<file path="config.mk">
export PLATFORM = sky130hd
export DESIGN_NAME = read_info_mc
export DESIGN_NICKNAME = d
export VERILOG_FILES = /design/src/rtl/read_info_mc_pkg.sv /design/src/rtl/read_info_mc_fifo.sv /design/src/rtl/read_info_mc.sv
export SDC_FILE = /design/constraint.sdc
export NUM_CORES = 1
export LEC_CHECK = 0
export ABC_AREA = 1
export CAP_MARGIN = 20
export CORE_MARGIN = 1
export CORE_UTILIZATION = 35
export CTS_CLUSTER_SIZE = 10
export DETAILED_ROUTE_END_ITERATION = 12
export SLEW_MARGIN = 10
export SYNTH_ARGS = -nofsm -noshare
export SYNTH_HDL_FRONTEND = slang
export SYNTH_SLANG_ARGS = --single-unit
</file>
<file path="constraint.sdc">
create_clock -name clk -period 7.83 [get_ports clk]
set_input_delay 1.566 -clock clk [delete_from_list [all_inputs] [get_ports clk]]
set_output_delay 1.566 -clock clk [all_outputs]
set_load 0.02 [all_outputs]
</file>
<file path="src/rtl/read_info_mc_pkg.sv">
// Shared definitions for the multi-PU read-request tracker: data-type codes,
// router states and the log2 helper used to size derived widths.
package read_info_mc_pkg;

  localparam int DT_STREAM = 0;
  localparam int DT_BUFFER = 1;

  typedef enum logic {
    ST_IDLE = 1'b0,
    ST_XFER = 1'b1
  } state_t;

  // Ceiling log2; returns 0 for n <= 1.
  function automatic int c_log_2(input int n);
    int r;
    r = 0;
    for (int i = 0; i < 32; i++) begin
      if ((64'd1 << r) < 64'(n)) r = r + 1;
    end
    return r;
  endfunction

endpackage

</file>
<file path="src/rtl/read_info_mc_fifo.sv">
// Outstanding-request FIFO with registered occupancy; full/empty derive from
// the registered count so they never depend on same-cycle push/pop.
module read_info_mc_fifo
  import read_info_mc_pkg::*;
#(
  parameter int WIDTH = 25,
  parameter int DEPTH = 8
) (
  input  logic                       clk,
  input  logic                       reset_n,
  input  logic                       push,
  input  logic                       pop,
  input  logic [WIDTH-1:0]           wdata,
  output logic [WIDTH-1:0]           rdata,
  output logic                       full,
  output logic                       empty,
  output logic [c_log_2(DEPTH):0]    count
);

  localparam int AW = c_log_2(DEPTH);

  logic [WIDTH-1:0] mem [DEPTH];
  logic [AW-1:0]    wr_ptr;
  logic [AW-1:0]    rd_ptr;
  logic             do_push;
  logic             do_pop;

  assign full    = (count == (AW+1)'(DEPTH));
  assign empty   = (count == '0);
  assign do_push = push && !full;
  assign do_pop  = pop && !empty;
  assign rdata   = mem[rd_ptr];

  always_ff @(posedge clk or negedge reset_n) begin
    if (!reset_n) begin
      wr_ptr <= '0;
      rd_ptr <= '0;
      count  <= '0;
    end else begin
      if (do_push) wr_ptr <= wr_ptr + 1'b1;
      if (do_pop)  rd_ptr <= rd_ptr + 1'b1;
      if (do_push && !do_pop)      count <= count + 1'b1;
      else if (!do_push && do_pop) count <= count - 1'b1;
    end
  end

  // Storage carries payload only; pointers alone define validity.
  always_ff @(posedge clk) begin
    if (do_push) mem[wr_ptr] <= wdata;
  end

endmodule

</file>
<file path="src/rtl/read_info_mc.sv">
// Read-request tracker: queues {size, pu_id, d_type} and steers returning
// input-buffer words to the owning PU's stream or buffer port, one per cycle.
module read_info_mc
  import read_info_mc_pkg::*;
#(
  parameter int NUM_PU     = 4,
  parameter int D_TYPE_W   = 2,
  parameter int RD_SIZE_W  = 20,
  parameter int INFO_DEPTH = 8,
  parameter int PU_ID_W    = c_log_2(NUM_PU) + 1
) (
  input  logic                            clk,
  input  logic                            reset_n,
  input  logic                            rd_req,
  input  logic [RD_SIZE_W-1:0]            rd_req_size,
  input  logic [PU_ID_W-1:0]              rd_req_pu_id,
  input  logic [D_TYPE_W-1:0]             rd_req_d_type,
  output logic                            read_info_full,
  output logic                            rd_req_overflow,
  output logic [c_log_2(INFO_DEPTH):0]    outstanding,
  input  logic                            inbuf_empty,
  output logic                            inbuf_pop,
  input  logic [NUM_PU-1:0]               stream_full,
  input  logic [NUM_PU-1:0]               buffer_full,
  output logic [NUM_PU-1:0]               stream_push,
  output logic [NUM_PU-1:0]               buffer_push,
  output logic [PU_ID_W-1:0]              pu_id,
  output logic [D_TYPE_W-1:0]             d_type,
  output logic                            busy
);

  localparam int ENT_W = RD_SIZE_W + PU_ID_W + D_TYPE_W;

  state_t                 state;
  logic [RD_SIZE_W-1:0]   remaining;
  logic [ENT_W-1:0]       head;
  logic                   fifo_empty;
  logic                   fifo_push;
  logic                   fifo_pop;
  logic [RD_SIZE_W-1:0]   head_size;
  logic [PU_ID_W-1:0]     head_pu;
  logic [D_TYPE_W-1:0]    head_dt;
  logic [NUM_PU-1:0]      pu_sel;
  logic                   is_stream;
  logic                   is_buffer;
  logic                   dest_full;
  logic                   last_word;

  assign fifo_push = rd_req && !read_info_full;

  read_info_mc_fifo #(
    .WIDTH (ENT_W),
    .DEPTH (INFO_DEPTH)
  ) u_fifo (
    .clk     (clk),
    .reset_n (reset_n),
    .push    (fifo_push),
    .pop     (fifo_pop),
    .wdata   ({rd_req_size, rd_req_pu_id, rd_req_d_type}),
    .rdata   (head),
    .full    (read_info_full),
    .empty   (fifo_empty),
    .count   (outstanding)
  );

  assign head_size = head[ENT_W-1 -: RD_SIZE_W];
  assign head_pu   = head[D_TYPE_W +: PU_ID_W];
  assign head_dt   = head[D_TYPE_W-1:0];

  // An out-of-range pu_id shifts the select to zero, so it behaves as discard.
  assign pu_sel    = NUM_PU'(1) << pu_id;
  assign is_stream = (d_type == D_TYPE_W'(DT_STREAM));
  assign is_buffer = (d_type == D_TYPE_W'(DT_BUFFER));
  assign dest_full = (is_stream && |(stream_full & pu_sel)) ||
                     (is_buffer && |(buffer_full & pu_sel));

  assign busy        = (state == ST_XFER);
  assign inbuf_pop   = busy && !inbuf_empty && !dest_full;
  assign stream_push = (inbuf_pop && is_stream) ? pu_sel : '0;
  assign buffer_push = (inbuf_pop && is_buffer) ? pu_sel : '0;
  assign last_word   = inbuf_pop && (remaining == RD_SIZE_W'(1));

  // Reload on the last word keeps back-to-back requests bubble-free.
  assign fifo_pop = !fifo_empty && ((state == ST_IDLE) || last_word);

  always_ff @(posedge clk or negedge reset_n) begin
    if (!reset_n) begin
      state           <= ST_IDLE;
      remaining       <= '0;
      pu_id           <= '0;
      d_type          <= '0;
      rd_req_overflow <= 1'b0;
    end else begin
      if (rd_req && read_info_full) rd_req_overflow <= 1'b1;
      if (fifo_pop) begin
        pu_id     <= head_pu;
        d_type    <= head_dt;
        remaining <= head_size;
        state     <= (head_size != '0) ? ST_XFER : ST_IDLE;
      end else if (inbuf_pop) begin
        remaining <= remaining - 1'b1;
        if (last_word) state <= ST_IDLE;
      end
    end
  end

endmodule

</file>
==> qor.log, run 1 <==
[status] outcome complete, no violations
[sta] Final Slew Violations 0
[logic_synthesis] post-synth net total 1150
[logic_synthesis] Yosys warnings 0
[placement] DP HPWL 14100 µm
[logic_synthesis] post-synthesis sequential element count 237
[detailed_routing] detailed-route vias per instance 4.81
[logic_synthesis] sequential fraction of the synthesis area 63.6%
[global_route] wire length of the first global-routing pass 39200 µm
[layout] share of post-route cells with drive strength above 1 6.73%
[sta] worst rel slew slack 29.9%
[global_route] sum of overflow across all layers after global routing 0
[detailed_routing] post-detailed-route wirelength per cell 15.6 µm
[global_route] met2 capacity usage during global routing 27.0%
[detailed_routing] number of iterations in the first detailed-routing pass 5
[sta] Period Utilization, post-route 73.0%
[detailed_routing] Total Routed Length 24500 µm
[floorplanning] die width 178 µm
[cts] clock tree from TritonCTS built
[floorplanning] area of the core 30600 µm²
[layout] final instance count without filler cells 1570
[layout] antenna cells 0
[floorplanning] starting density of the core 35.6%
[sta] hold violation total from the final report 0
[logic_synthesis] synthesized netlist cell count 1105
[cts] CTS Root Buffer Type clkbuf_16
[cts] post-cts gate resize count 0
[cts] clock latency at the later pin of the worst-skew pair 520 ps
[layout] Area growth syn-to-layout 15.9%
[sta] Worst Skew 7.49 ps
[floorplanning] die area 31800 µm²
[min_path] terminating pin of the worst hold path rd_req_overflow$_DFFE_PN0P_
[cts] number of levels the H-tree was split into 1
[sta] post-layout minimum cycle time 5720 ps
[layout] most frequent standard cell in the layout excluding fill and tap cells nand2_1
[detailed_routing] via count of the routed design 7547
[sta] final number of setup-violating endpoints 0
[setup_path] Critical R2R Capture u_fifo.count[3]$_DFFE_PN0P_
[layout] most used cells in the layout excluding fill and tap cells 292 x nand2_1, 200 x edfxtp_1, 134 x nand3_1, 134 x inv_1, 103 x nor2_1
[detailed_routing] DRC Markers 0
[setup_path] Critical Path AT 4150 ps
[min_path] start point of the worst min-delay path rd_req_overflow$_DFFE_PN0P_
[cts] total clock sinks 237
[cts] number of buffers inserted during clock tree synthesis 28
[layout] cell area after layout 12600 µm²
[detailed_routing] antenna-violating nets left 0
[placement] final weighted congestion of routability-driven global placement 0.759
[setup_path] kind of end point of the critical path output pin
[global_route] pin count of the biggest net entering global routing 102
[global_route] met1 Resource Use GR 21.2%
[job] total of max-cap violations 0
[pwr] LEAKAGE 5.12 nW
[detailed_routing] violation count after the first detailed-routing iteration 539
[setup_path] Worst Setup Start Kind input pin
[placement] placed inst area 11800 µm²
[pwr] power consumption 0.00418 W
[min_path] class of the tightest hold or removal check reg2reg
[setup_path] peak fanout along the critical path 40
[logic_synthesis] Cell variety after synth 31
[setup_path] path type of the worst setup path in2out
[layout] core utilization of the finished layout 41.3%
[pwr] Cell Pwr Density 331 nW/µm²
[floorplanning] Site Rows 64
[floorplanning] Die Ht 178 µm
[sta] timing-limited maximum frequency 175 MHz
[cts] clock-pin slew of the registers on the worst-case setup and hold paths 60 ps
[logic_synthesis] Syn Std Cell Area 10900 µm²
[setup_path] Req. time, crit path 6260 ps
[cts] Hold-fix buffers, CTS 0
[global_route] number of global-route vias before repair 7343
[global_route] global route hottest layer met2
[placement] Port-buffer cells 57
[cts] post-CTS setup buffers 0
[cts] number of buffers between clock root and the deepest sink 3
[placement] Cell Count Post-Placement 1518
[layout] final net count 1197
[logic_synthesis] Avg Cell Area, Syn 9.86 µm²
[setup_path] Register-to-Register Path Depth 15
[setup_path] reg-to-reg critical path startpoint u_fifo.count[0]$_DFFE_PN0P_
[pwr] worst vdd ir 134 µV
[global_route] initial antenna violation count 0
[sta] unrepaired setup endpoints after global routing no
[sta] slew at the pin with the worst max-slew slack 1050 ps
[min_path] Min-Delay Path Depth 1
[global_route] global-route track usage on met3 2.05%
[global_route] overall fraction of global-route tracks in use 15.9%
[sta] final setup TNS 0 ps
[setup_path] minimum setup slack among reg-to-reg paths 4420 ps
[floorplanning] I/O pin count 58
layer usage:
layer / routed length, µm / share of wire, % / vias up
li1: - / - / 3757
met5: 0 / 0 / -
met3: 1050 / 4.3 / 36
met4: 517 / 2.1 / 0
met1: 11200 / 46 / 3585
met2: 11700 / 48 / 169
sequential cells by signal, indices dropped and copies added (netlist names):
| signal | cells |
|---|---|
| rd_req_overflow | 1 |
| pu_id | 3 |
| u_fifo.mem | 200 |
| u_fifo.rd_ptr | 3 |
| busy | 1 |
| u_fifo.wr_ptr | 3 |
| d_type | 2 |
| remaining | 20 |
| u_fifo.count | 4 |
stage by stage:
| stage | worst slack [ps] | hold slack (ps) |
|---|---|---|
| global placement | 2120 | 437 |
| global route | 1870 | 490 |
| floorplan | 3650 | 490 |
| CTS | 2090 | 468 |
| finish | 2110 | 465 |
| detailed placement | 2100 | 455 |
power by group:
part / total [W] / internal (W) / switching, W
clock network: 0.00115 / 0.000686 / 0.000460
logic: 0.00129 / 0.000420 / 0.000866
registers: 0.00175 / 0.00161 / 0.000142
total: 0.00418 / 0.00271 / 0.00147
final cells by class:
| cell class | count | area [µm²] |
|---|---|---|
| fillers | 2955 | 18000 |
| flip-flops and latches | 237 | 6930 |
| multi-input cells | 675 | 3180 |
| clock buffers | 50 | 805 |
| repair buffers | 72 | 678 |
| inverters | 138 | 518 |
| well taps | 396 | 495 |
| clock inverters | 2 | 10.0 |
kinds of logic (layout without fill, tap and decap cells):
logic type / count (synthesis) / count (layout) / synth area share (%)
flip-flops: 237 / 237 / 63.6
AO/OA/AOI/OAI: 96 / 96 / 5.54
AND/OR/NAND/NOR: 557 / 557 / 21.3
buffers and inverters: 193 / 262 / 7.39
XOR/XNOR: 14 / 14 / 1.13
adder cells (fa/ha/maj): 8 / 8 / 0.988
Yosys cell counts (all sizes together):
cell type  number  share of area [%]
nand2         294                 10
edfxtp        200                 55
inv           138                4.8
nand3         135                6.2
nor2          113                3.9
o21ai          55                2.8
dfrtp          37                8.5
buf            33                1.9
clkbuf         22               0.76
o211ai         19                1.3
o221ai         10               0.80
a21oi           9               0.41
xor2            8               0.64
ha              7               0.80
nand4           7               0.46
xnor2           6               0.48
nor3            4               0.18
or2             4               0.23
a21o            2               0.14
fa              1               0.18
o21bai          1              0.069
worst max-delay path by stage:
stage / from / depth (start not counted) / end / slack (ps)
4_1_cts: buffer_full[2] / 9 / buffer_push[3] / 2090
5_1_grt: stream_full[3] / 9 / stream_push[2] / 1870
2_1_floorplan: buffer_full[3] / 7 / buffer_push[0] / 3650
3_3_place_gp: buffer_full[3] / 9 / buffer_push[1] / 2120
3_5_place_dp: buffer_full[2] / 9 / buffer_push[3] / 2100
6_report: buffer_full[3] / 9 / buffer_push[3] / 2110
worst max-delay path, cell delays in order:
cell and delay, ps:
clkdlybuf4s50_1 400, nand4_1 90, nand2_1 70, o21ai_2 190, nand3_2 610, inv_1 330, nand2_1 160, nor2_1 120
clkdlybuf4s50_1 610
No activity file was read; power rests on OpenSTA's default activity.
==> run 2: changes to the inputs <==
Clock period 7.83 ns to 4.8 ns, I/O delays scaled along.
==> run 2 against run 1 <==
Net effect: clock skew increased by 11 ps; first-iteration DRC count shrank 11%; hold slack got worse by 13 ps; sequential share of layout area barely moved; global-route usage is 0.11 points lower; critical path depth is the same; via count is 0.53% lower; design area is essentially flat; largest power group unchanged; highest routed layer unchanged.
==> qor.log, run 2 (same netlist as run 1, synthesis figures left out) <==
[global_route] initial antenna violation count 0
[setup_path] Critical Path AT 2810 ps
[status] outcome complete, no violations
[pwr] Cell Pwr Density 542 nW/µm²
[global_route] met1 Resource Use GR 21.2%
[detailed_routing] post-detailed-route wirelength per cell 15.6 µm
[placement] Port-buffer cells 57
[setup_path] peak fanout along the critical path 4
[floorplanning] die area 31800 µm²
[cts] clock tree from TritonCTS built
[layout] antenna cells 0
[cts] number of levels the H-tree was split into 1
[layout] most used cells in the layout excluding fill and tap cells 292 x nand2_1, 200 x edfxtp_1, 134 x nand3_1, 134 x inv_1, 103 x nor2_1
[placement] placed inst area 11800 µm²
[setup_path] Worst Setup Start Kind input pin
[layout] Area growth syn-to-layout 16.0%
[layout] final net count 1199
[layout] cell area after layout 12600 µm²
[sta] unrepaired setup endpoints after global routing no
[layout] max reg flops 200
[sta] timing-limited maximum frequency 265 MHz
[cts] CTS Root Buffer Type clkbuf_16
[detailed_routing] number of iterations in the first detailed-routing pass 5
[setup_path] kind of end point of the critical path output pin
[placement] setup slack after placement 1020 ps
[setup_path] cells traversed along the worst timing path clkdlybuf4s50_1 -> nand4_1 -> nand2_1 -> o21ai_2 -> nand3_2 -> inv_1 -> nand2_1 -> nor2_1 -> clkdlybuf4s50_1
[setup_path] path type of the worst setup path in2out
[detailed_routing] detailed-route vias per instance 4.80
[layout] share of post-route cells with drive strength above 1 6.93%
[layout] register containing the most flip-flops in the final layout u_fifo.mem
[cts] total clock sinks 237
[cts] clock latency at the later pin of the worst-skew pair 540 ps
[sta] slack of the critical path 1030 ps
[floorplanning] die width 178 µm
[cts] post-cts gate resize count 0
[global_route] overall fraction of global-route tracks in use 15.8%
[sta] post-layout minimum cycle time 3770 ps
[detailed_routing] DRC Markers 0
[cts] Hold-fix buffers, CTS 0
[global_route] number of global-route vias before repair 7152
[sta] slew at the pin with the worst max-slew slack 1070 ps
[floorplanning] I/O pin count 58
[detailed_routing] violation count after the first detailed-routing iteration 479
[sta] worst rel slew slack 28.6%
[cts] clock-pin slew of the registers on the worst-case setup and hold paths 50 ps
[pwr] LEAKAGE 5.13 nW
[cts] number of buffers inserted during clock tree synthesis 28
[sta] final number of setup-violating endpoints 0
[sta] Worst Skew 18.1 ps
[floorplanning] Site Rows 64
[global_route] wire length of the first global-routing pass 38900 µm
[cts] post-CTS setup buffers 0
[global_route] global-route track usage on met3 2.37%
[placement] DP HPWL 13800 µm
[sta] Final Slew Violations 0
[detailed_routing] antenna-violating nets left 0
[detailed_routing] Total Routed Length 24300 µm
[global_route] pin count of the biggest net entering global routing 93
[cts] number of buffers between clock root and the deepest sink 3
[global_route] global route hottest layer met2
[global_route] met2 capacity usage during global routing 26.7%
[placement] final weighted congestion of routability-driven global placement 0.779
[sta] Period Utilization, post-route 78.6%
[setup_path] Req. time, crit path 3840 ps
[job] total of max-cap violations 0
[layout] most frequent standard cell in the layout excluding fill and tap cells nand2_1
[floorplanning] starting density of the core 35.6%
[placement] Cell Count Post-Placement 1520
[layout] final instance count without filler cells 1564
[detailed_routing] via count of the routed design 7507
[min_path] class of the tightest hold or removal check reg2reg
[setup_path] Worst path slowest cell clkdlybuf4s50_1
[layout] core utilization of the finished layout 41.3%
[floorplanning] Die Ht 178 µm
[global_route] sum of overflow across all layers after global routing 0
[floorplanning] area of the core 30600 µm²
[layout] largest registers in the final layout u_fifo.mem (200), remaining (20), u_fifo.count (4)
[sta] hold violation total from the final report 0
[setup_path] Worst path max stage delay 610 ps
[pwr] worst vdd ir 222 µV
[sta] final setup TNS 0 ps
run 2: final timing paths:
path / from / endpoint / slack, ps / cells past startpoint
setup reg to reg: u_fifo.count[0]$_DFFE_PN0P_ / u_fifo.count[3]$_DFFE_PN0P_ / 1820 / 15
hold reg to reg: rd_req_overflow$_DFFE_PN0P_ / rd_req_overflow$_DFFE_PN0P_ / 450 / 1
setup / recovery: buffer_full[3] / buffer_push[3] / 1030 / 9
min in group asynchronous: reset_n / remaining[13]$_DFFE_PN0P_ / 540 / 1
max in group asynchronous: reset_n / u_fifo.rd_ptr[0]$_DFFE_PN0P_ / 3650 / 1
hold / removal: rd_req_overflow$_DFFE_PN0P_ / rd_req_overflow$_DFFE_PN0P_ / 450 / 1
run 2: critical path: cells and delay by family:
kind	cells	cell delay (ps)
and+or+nand+nor	5	520
AOI/OAI and AO/OA	1	190
buffers and inverters	3	1140
run 2: area by class of cell:
type	count	area, µm²
Sequential cell	237	6930
Timing Repair Buffer	74	693
Tap cell	396	495
Fill cell	2952	18000
Clock buffer	40	767
Multi-Input combinational cell	675	3180
Clock inverter	4	42.5
Inverter	138	518
run 2: power breakdown:
group / internal, W / switching [W] / total [W]
Clock: 0.00114 / 0.000762 / 0.00190
Sequential: 0.00262 / 0.000201 / 0.00283
Combinational: 0.000690 / 0.00142 / 0.00211
run 2: per-layer routing:
metal | share of wire (%) | up-vias
met2 | 48 | 198
met1 | 45 | 3530
met5 | 0 | -
met3 | 5.1 | 30
met4 | 1.4 | 0
li1 | - | 3749
run 2: stage by stage:
step           power [W]  hold slack (ps)
5_1_grt          0.00731              461
3_3_place_gp     0.00496              439
2_1_floorplan    0.00435              490
4_1_cts          0.00692              457
6_report         0.00684              452
3_5_place_dp     0.00499              444
==> run 3: changes to the inputs <==
Clock period 4.8 ns to 3.2 ns, I/O delays scaled along.
==> run 3 against run 2 <==
Net effect: via count grew 0.92%; clock power grew 52%; hold slack lost 210 ps; first-iteration DRC count shrank 15%; power grew 52%; combinational power grew 54%; worst setup slack lost 750 ps; sequential share of layout area shrank 0.84 points; design area grew 1.6%; non-clock buffer count grew 9; critical endpoint is now inbuf_pop.
==> qor.log, run 3 (same netlist as run 1, synthesis figures left out) <==
[status] outcome complete, no violations
[setup_path] kind of end point of the critical path output pin
[floorplanning] die width 178 µm
[min_path] class of the tightest hold or removal check in2async
[layout] final instance count without filler cells 1581
[setup_path] beginning of the critical path pu_id[0]$_DFFE_PN0N_
[floorplanning] area of the core 30600 µm²
[setup_path] Worst path depth 7
[sta] post-layout minimum cycle time 2920 ps
[cts] CTS Root Buffer Type clkbuf_16
[layout] share of post-route cells with drive strength above 1 7.85%
[detailed_routing] DRC Markers 0
[floorplanning] I/O pin count 58
[global_route] overall fraction of global-route tracks in use 15.9%
[sta] final number of setup-violating endpoints 0
[floorplanning] starting density of the core 35.6%
[detailed_routing] via count of the routed design 7576
[sta] hold violation total from the final report 0
[sta] final setup TNS 0 ps
[sta] Worst Skew 22.6 ps
[cts] number of buffers inserted during clock tree synthesis 28
[global_route] number of global-route vias before repair 7299
[global_route] sum of overflow across all layers after global routing 0
[setup_path] Worst path slowest cell clkdlybuf4s50_1
[placement] DP HPWL 14500 µm
[detailed_routing] violation count after the first detailed-routing iteration 408
[placement] Cell Count Post-Placement 1529
[cts] clock tree from TritonCTS built
[floorplanning] die area 31800 µm²
[placement] Port-buffer cells 57
[setup_path] Critical R2R Capture u_fifo.count[3]$_DFFE_PN0P_
[layout] register area 6940 µm²
[global_route] wire length of the first global-routing pass 39200 µm
[sta] Period Utilization, post-route 91.4%
[setup_path] buffering stage count on the worst path with inverters included 2
[layout] most used cells in the layout excluding fill and tap cells 292 x nand2_1, 200 x edfxtp_1, 134 x nand3_1, 134 x inv_1, 103 x nor2_1
[setup_path] critical path capture point inbuf_pop
[cts] number of levels the H-tree was split into 1
[setup_path] cell type group with the largest total delay on the critical path buffers and inverters
[detailed_routing] post-detailed-route wirelength per cell 15.6 µm
[setup_path] Worst path max stage delay 620 ps
[placement] final weighted congestion of routability-driven global placement 0.822
[setup_path] cells traversed along the worst timing path nor2_2 -> nand3_1 -> nand2_1 -> o21ai_2 -> nand3_2 -> inv_1 -> clkdlybuf4s50_1
[sta] unrepaired setup endpoints after global routing no
[setup_path] path type of the worst setup path reg2out
[layout] FILL cells 2940
[floorplanning] Site Rows 64
[layout] register containing the most flip-flops in the final layout u_fifo.mem
[layout] Area growth syn-to-layout 17.8%
[pwr] LEAKAGE 5.32 nW
[detailed_routing] number of iterations in the first detailed-routing pass 5
[pwr] worst vdd ir 424 µV
[layout] total area of multi-input combinational cells 3180 µm²
[layout] most frequent standard cell in the layout excluding fill and tap cells nand2_1
[setup_path] peak fanout along the critical path 8
[setup_path] Critical Path AT 2280 ps
[cts] clock-pin slew of the registers on the worst-case setup and hold paths 60 ps
[sta] Final Slew Violations 0
[setup_path] minimum setup slack among reg-to-reg paths 490 ps
[sta] final hold slack 238 ps
[sta] timing-limited maximum frequency 342 MHz
[layout] max reg flops 200
[setup_path] Register-to-Register Path Depth 16
[cts] clock latency at the later pin of the worst-skew pair 540 ps
[pwr] Cell Pwr Density 811 nW/µm²
[layout] final net count 1208
[setup_path] Worst Setup Start Kind flip-flop
[detailed_routing] Total Routed Length 24700 µm
[layout] largest registers in the final layout u_fifo.mem (200), remaining (20), u_fifo.count (4)
[global_route] pin count of the biggest net entering global routing 57
[floorplanning] Die Ht 178 µm
[detailed_routing] antenna-violating nets left 0
[cts] total clock sinks 237
[job] total of max-cap violations 0
[sta] slew at the pin with the worst max-slew slack 970 ps
[global_route] initial antenna violation count 1
[cts] number of buffers between clock root and the deepest sink 3
[detailed_routing] detailed-route vias per instance 4.79
[sta] worst rel slew slack 35.3%
[setup_path] reg-to-reg critical path startpoint remaining[9]$_DFFE_PN0P_
[setup_path] Req. time, crit path 2560 ps
## run 3: worst register-to-register path, cell delays in order (launching register included)
cell	delay (ps)
dfrtp_1	430
nor2_2	160
nand2_1	90
nor2_1	150
nand2_1	70
nor2_1	190
nand4_2	150
nand2_4	90
nand2_4	50
ha_1	220
inv_1	110
ha_1	240
a21o_1	170
a21oi_1	160
nor2_1	70
nor2_1	120
xor2_1	150
## run 3: repair_timing
item,4_1_cts,5_1_grt
setup endpoints to repair,8,6
resized for setup,4,6
setup buffers,0,0
hold buffers,0,0
## run 3: worst min-delay path by stage
stage / start / end / slack (ps)
after global placement: rd_req_overflow$_DFFE_PN0P_ / rd_req_overflow$_DFFE_PN0P_ / 440
after detailed placement: rd_req_overflow$_DFFE_PN0P_ / rd_req_overflow$_DFFE_PN0P_ / 480
after CTS: reset_n / remaining[14]$_DFFE_PN0P_ / 260
final: reset_n / remaining[14]$_DFFE_PN0P_ / 240
after global routing: reset_n / remaining[14]$_DFFE_PN0P_ / 300
after floorplan: reset_n / busy$_DFFE_PN0P_ / 340
## run 3: layout make-up
| cell class | instances | area share, % |
|---|---|---|
| flip-flops and latches | 237 | 54.1 |
| multi-input cells | 675 | 24.8 |
| repair buffers | 83 | 6.71 |
| clock buffers | 46 | 6.07 |
| inverters | 138 | 4.04 |
| well taps | 396 | 3.86 |
| clock inverters | 5 | 0.458 |
| diodes | 1 | 0.0195 |
## run 3: where the power goes
group          internal (W)  leakage, nW  switching, W
Sequential          0.00394         2.28      0.000336
Combinational       0.00111         2.64       0.00213
Clock               0.00173        0.400       0.00117
## run 3: layer usage
metal  vias up  part of all wire [%]  global-route usage, %
met5         -                     0                      0
met4         0                   2.1                   4.94
met3        38                   5.0                   2.17
met2       168                    47                   26.5
met1      3591                    46                   21.4
li1       3779                     -                      -
## run 3: through the flow
stage | power [W] | worst slack, ps | instance area (µm²) | util (%)
after floorplan | 0.00652 | 261 | 10900 | -
after global placement | 0.00755 | 126 | 12000 | 39.2
after detailed placement | 0.00761 | 32.5 | 12000 | 39.2
after CTS | 0.0105 | 15.1 | 12800 | 41.9
after global routing | 0.0111 | 105 | 12800 | 41.9
final | 0.0104 | 276 | 12800 | 41.9
